$ cat config.mk
export PLATFORM = sky130hd
export DESIGN_NAME = output_stretch
export DESIGN_NICKNAME = d
export VERILOG_FILES = /design/src/rtl/output_stretch.sv
export SDC_FILE = /design/constraint.sdc
export NUM_CORES = 1
export LEC_CHECK = 0
export CORE_MARGIN = 2
export CORE_UTILIZATION = 35
export CTS_BUF_LIST = sky130_fd_sc_hd__clkbuf_2 sky130_fd_sc_hd__clkbuf_4 sky130_fd_sc_hd__clkbuf_8
export DETAILED_ROUTE_END_ITERATION = 8
export SLEW_MARGIN = 30
export SYNTH_ARGS = -nofsm -noshare
export SYNTH_HDL_FRONTEND = slang
export SYNTH_SLANG_ARGS = --single-unit
export TNS_END_PERCENT = 50
$ cat constraint.sdc
create_clock -name clk -period 2.22 [get_ports clk]
set_input_delay 0.444 -clock clk [delete_from_list [all_inputs] [get_ports clk]]
set_output_delay 0.444 -clock clk [all_outputs]
set_load 0.02 [all_outputs]
$ cat src/rtl/output_stretch.sv
// Pulse stretcher: each trig event becomes one HIGH_CYCLES-wide pulse on out,
// separated by at least GAP_CYCLES idle cycles, with a bounded queue of pending events.
module output_stretch #(
   parameter int unsigned HIGH_CYCLES = 250000,
   parameter int unsigned GAP_CYCLES  = 250000,
   parameter int unsigned PEND_MAX    = 3,
   parameter logic        ACTIVE      = 1'b1
) (
   input  logic                            clk,
   input  logic                            reset,
   input  logic                            trig,
   input  logic                            clr_ovf,
   output logic                            out,
   output logic                            busy,
   output logic [$clog2(PEND_MAX+1)-1:0]   pending,
   output logic                            overflow
);

   localparam int unsigned MAXC = (HIGH_CYCLES > GAP_CYCLES) ? HIGH_CYCLES : GAP_CYCLES;
   localparam int unsigned CW   = $clog2(MAXC + 1);
   localparam int unsigned PW   = $clog2(PEND_MAX + 1);

   typedef enum logic [1:0] {IDLE, HIGH, GAP} state_t;

   state_t          state, state_n;
   logic [CW-1:0]   cnt, cnt_n;
   logic [PW-1:0]   pend_n;
   logic            ovf_n;

   always_ff @(posedge clk) begin
      if (reset) begin
         state    <= IDLE;
         cnt      <= '0;
         out      <= ~ACTIVE;
         pending  <= '0;
         overflow <= 1'b0;
      end else begin
         state    <= state_n;
         cnt      <= cnt_n;
         out      <= (state_n == HIGH) ? ACTIVE : ~ACTIVE;
         pending  <= pend_n;
         overflow <= ovf_n;
      end
   end

   assign busy = (state != IDLE);

   always_comb begin
      state_n = state;
      cnt_n   = cnt;
      pend_n  = pending;
      ovf_n   = overflow;
      if (clr_ovf)
         ovf_n = 1'b0;
      case (state)
         IDLE: begin
            pend_n = '0;
            if (trig) begin
               state_n = HIGH;
               cnt_n   = CW'(HIGH_CYCLES - 1);
            end
         end
         HIGH, GAP: begin
            // A trig on the last GAP cycle restarts the pulse directly and never touches the queue.
            if (state == GAP && cnt == '0) begin
               if (trig) begin
                  state_n = HIGH;
                  cnt_n   = CW'(HIGH_CYCLES - 1);
               end else if (pending != '0) begin
                  state_n = HIGH;
                  cnt_n   = CW'(HIGH_CYCLES - 1);
                  pend_n  = pending - 1'b1;
               end else begin
                  state_n = IDLE;
               end
            end else begin
               if (state == HIGH && cnt == '0) begin
                  state_n = GAP;
                  cnt_n   = CW'(GAP_CYCLES - 1);
               end else begin
                  cnt_n = cnt - 1'b1;
               end
               if (trig) begin
                  if (pending < PW'(PEND_MAX))
                     pend_n = pending + 1'b1;
                  else
                     ovf_n = 1'b1;
               end
            end
         end
         default: begin
            state_n = IDLE;
            cnt_n   = '0;
            pend_n  = '0;
         end
      endcase
   end

endmodule
; Yosys cells after proc, flatten, opt, wreduce, memory -nomap -nowiden
; Cells that the tools add are included.
[totals]
regBits = 24
wordCells = 52
ram_bits = 0
rom_bits = 0
latch_bits = 0
mem_count = 0
out_inout_bits = 5
[classes]
multipliers = 0
n_mux = 23
bitwise = 1
n_reduce_logical = 13
add_sub_neg = 3
n_shift = 0
n_eq_ne = 6
order_cmp = 1
div = 0
[ops]
columns = cell, n
row1 = $mux W18, 5
row2 = $pmux W18 S2, 1
row3 = $logic_not A18 Y1, 1
row4 = $sub A18 B1 Y18 const B, 1
row5 = $mux W2, 8
row6 = $reduce_bool A2 Y1, 5
row7 = $mux W1, 8
row8 = $eq A2 B1 Y1 const B, 2
row9 = $ne A2 B2 Y1 const B, 2
row10 = $ne A4 B4 Y1 const B, 1
row11 = $pmux W2 S2, 1
row12 = $reduce_and A4 Y1, 1
row13 = $reduce_or A2 Y1, 2
row14 = $add A2 B1 Y2 const B, 1
row15 = $eq A2 B2 Y1 const B, 1
row16 = $logic_and A1 B1 Y1, 2
row17 = $logic_not A2 Y1, 1
row18 = $lt A2 B2 Y1 const B, 1
row19 = $reduce_and A2 Y1, 1
row20 = $sub A2 B1 Y2 const B, 1
row21 = $not A1 Y1, 1

; Depth between registers and ports, before layout
; Gate-level depths: netlist of the first run.
[logic_depth]
ltp_word = 7
mapped_depth = 8

; Worst setup path after synthesis of the first run
; OpenSTA, ideal clock, no wires.
[synth_timing]
kind = reg-to-reg
from = register state[0]
to = register cnt[2]
path_slack_ps = -17
stages_incl_launch_ff = 9
path_buffers = 1
arrival_ps = 2178
setup_time_ps = 59
path_cell_list = dfxtp_1 inv_1 ha_1 clkbuf_1 or4b_1 nor4_1 a21oi_1 o31ai_1 a22o_1
[synth_via]
elab_chain_len = 5
[synth_lines]
columns = item, line
row1 = from (decl), 25  ; state_t state, state_n;
row2 = from (signal assigned), 38  ; state <= state_n;
row3 = $eq A2 B1 Y1, "55, 77"
row4 = $logic_and A1 B1 Y1, 77  ; if (state == HIGH && cnt == '0) begin
row5 = $mux W18, 77
row6 = $mux W18, 65  ; if (state == GAP && cnt == '0) begin
row7 = $pmux W18 S2, 55  ; case (state)
row8 = to (signal assigned), 39  ; cnt <= cnt_n;
row9 = to (decl), 26  ; logic [CW-1:0] cnt, cnt_n;
; Parallel ways exist; a longest one is shown, timed or not.
; A chain may end at the register's enable or synchronous reset.

; Final worst setup path of the first run
[layout_timing]
from = register cnt[5]
to = register cnt[13]
[layout_via]
elab_chain_len = 5
[layout_lines]
columns = item
row1 = "parallel branches: the longest is 5 deep, another holds $sub A18 B1 Y18"
; Several ways; the timed one is not identified.

==> results of run 1 <==
==> cells in the final DEF, fill, tap and decap left out, drive strengths merged, types with 4 or more instances in the layout <==
master          n
nand2          11
nor2           17
nand4           4
ha              6
buf            26
nor4           13
or3             5
o211ai          4
inv            13
nand3           4
o31ai           4
a22o           10
o21ai          11
clkdlybuf4s50   7
nor3           16
a21oi           4
dfxtp          24
==> stage by stage <==
step / utilization / std cells / TNS, ps / setup WS (ps) / area, µm²
after floorplan: - / 198 / 0 / 10.4 / 1630
after detailed placement: 0.433 / 274 / -566 / -92.9 / 1910
final: 0.449 / 277 / 0 / 171 / 1980
after CTS: 0.442 / 277 / 0 / 80.7 / 1950
after global routing: 0.449 / 277 / 0 / 24.8 / 1980
after global placement: 0.433 / 274 / -230 / -30.5 / 1910
==> critical path, delay by kind of cell (launching register included) <==
kind	cells	cell delay [ps]
AOI/OAI and AO/OA	1	260
buffers and inverters	2	390
DFF	1	360
and+or+nand+nor	3	930
==> power groups by stage <==
| stage | Combinational (W) | Sequential (W) | Clock, W |
|---|---|---|---|
| floorplan | 0.000431 | 0.000533 | 0 |
| global placement | 0.000605 | 0.000539 | 0 |
| detailed placement | 0.000606 | 0.000539 | 0 |
| CTS | 0.000609 | 0.000529 | 0.000275 |
| global route | 0.000689 | 0.000538 | 0.000296 |
| finish | 0.000627 | 0.000529 | 0.000266 |
==> state kept, by name (all words and copies together) (netlist names) <==
signal and count:
cnt 18, out 1, overflow 1, pending 2
state 2
==> layer usage <==
metal / track usage / wire (µm) / share of wire
met5: 0 / 0 / 0
met4: 0.0377 / 34 / 0.0083
met3: 0.0333 / 190 / 0.046
met2: 0.257 / 1750 / 0.43
met1: 0.251 / 2140 / 0.52
==> cells by family after synthesis <==
logic type | share of synthesized area
flip-flops | 0.297
AND/OR/NAND/NOR | 0.338
XOR/XNOR | 0.0163
adder cells (fa/ha/maj) | 0.0465
AO/OA/AOI/OAI | 0.238
buffers and inverters | 0.0635
==> cell type report <==
class,instances,area [µm²],area share
Tap cell,52,65.1,0.0328
Timing Repair Buffer,34,278,0.140
Multi-Input combinational cell,151,1070,0.539
Clock buffer,3,41.3,0.0208
Inverter,13,48.8,0.0246
Sequential cell,24,480,0.243
==> final timing paths <==
path | from | endpoint | cells past startpoint
worst max register to register | cnt[5]$_SDFFE_PP0P_ | cnt[13]$_SDFFE_PP0P_ | 6
worst max-delay path | cnt[5]$_SDFFE_PP0P_ | cnt[13]$_SDFFE_PP0P_ | 6
worst min-delay path | cnt[17]$_SDFFE_PP0P_ | cnt[17]$_SDFFE_PP0P_ | 2
worst min register to register | cnt[17]$_SDFFE_PP0P_ | cnt[17]$_SDFFE_PP0P_ | 2
==> impl_metrics.csv, run 1 <==
group,metric,value,unit
clock_tree,cts_buffer_depth,2,
grt,antenna_found_initial,0,
worst_setup_path,r2r_slack,170,ps
place,place_hpwl,3220,µm
logic_synthesis,synth_ff_type,"dfxtp_1",
sta,worstMarginPinSlew,458,ps
die,dieArea,5170,µm²
power,netSwitchingPower,0.000558,W
routing,wl_per_cell,14.8,µm
sta,setup_viol,0,
logic_synthesis,yosysMostFrequentCell,"dfxtp_1",
status,status,"complete, no violations",
logic_synthesis,synth_warnings,0,
logic_synthesis,synthTopCellsByArea,"dfxtp_1 (30%), a22o_1 (5.4%), ha_1 (4.6%)",
routing,via_per_inst,5.82,
clock_tree,cts_resized,0,
clock_tree,clkSinkCount,24,
die,die_h,71.9,µm
sta,maxSlewViolCount,0,
sta,slew_headroom,0.693,
finish,fillerInstances,437,
logic_synthesis,yosysTopAreaCell,"dfxtp_1",
sta,fin_crit,2050,ps
logic_synthesis,synth.distinct_cells,50,
place,portBuffers,8,
die,io_pins,9,
die,initial_utilization,0.366,
sta,hold_ws,485,ps
logic_synthesis,syn-mean-instance-area,8.16,µm²
routing,vias,1612,
worst_setup_path,crit_top_cell,"buf_4",
clock_tree,cts-htree-levels,1,
logic_synthesis,synth-async-reset-ratio,0,
grt,grt.overflow.total,0,
routing,route.antenna.remaining_nets,0,
sta,fin_skew,1.16,ps
job,max_cap_violations,0,
routing,routed_wl,4110,µm
worst_setup_path,path_cells,"or4_1, buf_4, nor4_4, buf_4, nor3_2, a32o_1",
worst_setup_path,cp.required,2390,ps
finish,syn_to_final_growth,22.6,%
finish,drive_gt1_frac,0.196,
logic_synthesis,ys_top_cells_by_count,"dfxtp_1 (24), nor2_1 (17), inv_1 (13)",
clock_tree,path_clk_slew,90,ps
worst_setup_path,cp_slowest_stage_delay,500,ps
routing,post-route-drc-count,0,
logic_synthesis,ys_ff_latch,24,
clock_tree,cts_buffers,3,
logic_synthesis,yosysSeqAreaShare,0.297,
worst_setup_path,cp_slowest_cell,"or4_1",
power,power.density,718,nW/µm²
power,peakVddDrop,0.325,mV
clock_tree,cts_root_buffer,"clkbuf_8",
worst_setup_path,cp-start-kind,"flop",
die,core_area,4410,µm²
finish,antenna_cells,0,
power,leakagePower,0.806,nW
logic_synthesis,synth_nets,208,
logic_synthesis,yosysTopAreaCellShare,0.297,
logic_synthesis,syn_inst,198,
power,clockPowerShare,0.187,
grt,grt_max_degree,15,
power,p_seq_frac,0.372,
grt,grt_first_pass_wirelength,6980,µm
clock_tree,postCtsSetupRepairBufs,0,
clock_tree,holdBufCountCts,0,
worst_setup_path,cp.arrival,2220,ps
worst_setup_path,path_class,"reg2reg",
logic_synthesis,synth_area,1620,µm²
routing,dr.pass1.iters,4,
die,die_x,71.9,µm
power,intPower,0.000864,W
grt,grt_pass1_vias,1450,
grt,grt_usage,0.170,
clock_tree,tritoncts,"yes",
die,rows,24,
power,p_comb_frac,0.441,
worst_setup_path,end_kind,"flop",
logic_synthesis,synth-edff-count,0,
sta,hold_viol,0,
worst_hold_path,holdCritPathClass,"reg2reg",
place,gp_congestion,0.871,
sta,fmax,0.488,GHz
routing,dr.first_iter.drc_count,81,
finish,layout.nets,237,
sta,rsz0062_at_grt,"false",
power,power.total,0.00142,W
power,sw_frac_of_total,0.392,
clock_tree,clk_latency,270,ps
worst_setup_path,cp_max_fo,14,
sta,fin_crit_sh,0.923,
(Power assumes the default switching activity.)
==> inputs of run 2 (changes only) <==
- CORE_UTILIZATION: 35 -> 40
==> run 2 against run 1 <==
Effect of this change: design area up 1.5%; total power up 9.9%; worst setup slack worse by 110 ps; combinational power rose by 1%; critical endpoint is now cnt[7]$_SDFFE_PP0P_.
==> impl_metrics.csv, run 2 (synthesis results as in run 1) <==
group,metric,value,unit
status,status,"complete, no violations",
grt,grt_usage,0.214,
sta,fmax,0.464,GHz
worst_setup_path,path_class,"reg2reg",
die,die_x,67.5,µm
routing,dr.first_iter.drc_count,141,
sta,slew_headroom,0.731,
routing,vias,1642,
routing,wl_per_cell,15.9,µm
die,io_pins,9,
sta,setup_viol,0,
worst_setup_path,cp.arrival,2320,ps
sta,setup_slack,65.8,ps
place,post-place-ws,-126,ps
finish,final_cell_mix,"dfxtp_1 (24), buf_4 (24), nor2_1 (17)",
finish,largest_reg_flops,18,
die,dieArea,4560,µm²
place,portBuffers,8,
grt,grt_first_pass_wirelength,7420,µm
finish,layout.nets,235,
grt,antenna_found_initial,0,
worst_setup_path,cp_slowest_stage_delay,510,ps
sta,timing.setup.tns,0,ps
clock_tree,cts_buffers,3,
power,power.density,777,nW/µm²
finish,antenna_cells,0,
grt,grt_pass1_vias,1543,
die,initial_utilization,0.410,
clock_tree,clk_latency,270,ps
routing,via_per_inst,5.99,
worst_setup_path,cp_max_fo,14,
worst_setup_path,path_cells,"or4_1, buf_4, nor4_4, nor2_1, a221o_1",
sta,fin_skew,3.73,ps
routing,routed_wl,4370,µm
clock_tree,cts-htree-levels,1,
place,gp_congestion,0.890,
worst_hold_path,holdCritPathClass,"reg2reg",
worst_setup_path,rr_startpoint,"cnt[5]$_SDFFE_PP0P_",
worst_hold_path,hold_depth,2,
sta,fin_crit,2150,ps
sta,maxSlewViolCount,0,
clock_tree,tritoncts,"yes",
grt,grt_max_degree,15,
die,rows,23,
clock_tree,path_clk_slew,90,ps
worst_setup_path,end_kind,"flop",
finish,drive_gt1_frac,0.196,
sta,hold_ws,484,ps
finish,fillerInstances,388,
die,die_h,67.5,µm
worst_setup_path,crit_family,"simple AND/OR/NAND/NOR gates",
worst_setup_path,path_buf_inv,1,
sta,rsz0062_at_grt,"true",
finish,largest-register,"cnt",
worst_setup_path,crit_cells,5,
sta,fin_crit_sh,0.970,
clock_tree,cts_root_buffer,"clkbuf_8",
power,power.total,0.00156,W
routing,dr.pass1.iters,4,
worst_setup_path,cp_slowest_cell,"or4_1",
finish,syn_to_final_growth,24.5,%
power,peakVddDrop,0.325,mV
clock_tree,cts_buffer_depth,2,
die,core_area,3940,µm²
finish,utilization,0.510,
worst_setup_path,cp-start-kind,"flop",
sta,hold_viol,0,
grt,grt.overflow.total,0,
finish,reg.largest.list,"cnt x18, pending x2, state x2",
worst_hold_path,min_from,"cnt[17]$_SDFFE_PP0P_",
routing,post-route-drc-count,0,
place,place_hpwl,3280,µm
worst_setup_path,cp.required,2380,ps
worst_setup_path,reg2regPathDepth,5,
sta,worstMarginPinSlew,401,ps
job,max_cap_violations,0,
power,leakagePower,0.810,nW
routing,route.antenna.remaining_nets,0,
worst_setup_path,startpoint,"cnt[5]$_SDFFE_PP0P_",
clock_tree,clkSinkCount,24,
## run 2: timing repair
action | in CTS | in global routing
hold buffers | 0 | 0
setup buffers | 0 | 1
setup endpoints to repair | 0 | 19
gates resized for setup | 0 | 9
## run 2: routing by layer
metal  vias to the layer above  part of all wire  GRT usage
met3                         6             0.043     0.0267
met4                         0             0.014     0.0714
li1                        805                 -          -
met5                         -                 0          0
met2                        47              0.48      0.330
met1                       784              0.47      0.306
## run 2: through the flow
step	area (µm²)	std cells
global route	2010	274
floorplan	1630	198
detailed placement	1890	269
CTS	1960	273
finish	2010	274
global placement	1890	269
## run 2: worst register-to-register path: cells and delay by family, from the launching register on
kind	cells	cell delay [ps]
simple gates	3	1130
flops	1	370
compound gates	1	330
buf+inv	1	220
## run 2: power by group
part	leakage (nW)	internal (W)	total [W]	switching, W
registers	0.197	0.000479	0.000535	0.0000564
logic	0.577	0.000264	0.000636	0.000373
clock network	0.0357	0.000241	0.000391	0.000149
total	0.810	0.000984	0.00156	0.000578
## run 2: area by class of cell
cell class              instances  area [µm²]  area share
repair buffers                 32         263       0.131
well taps                      50        62.6      0.0311
flip-flops and latches         24         480       0.239
clock inverters                 1        30.0      0.0149
inverters                      13        48.8      0.0243
clock buffers                   3        41.3      0.0205
multi-input cells             151        1080       0.540
## run 2: worst paths after layout
kind	slack, ps	to
setup reg to reg	70	cnt[7]$_SDFFE_PP0P_
hold / removal	480	cnt[17]$_SDFFE_PP0P_
setup / recovery	70	cnt[7]$_SDFFE_PP0P_
hold reg to reg	480	cnt[17]$_SDFFE_PP0P_
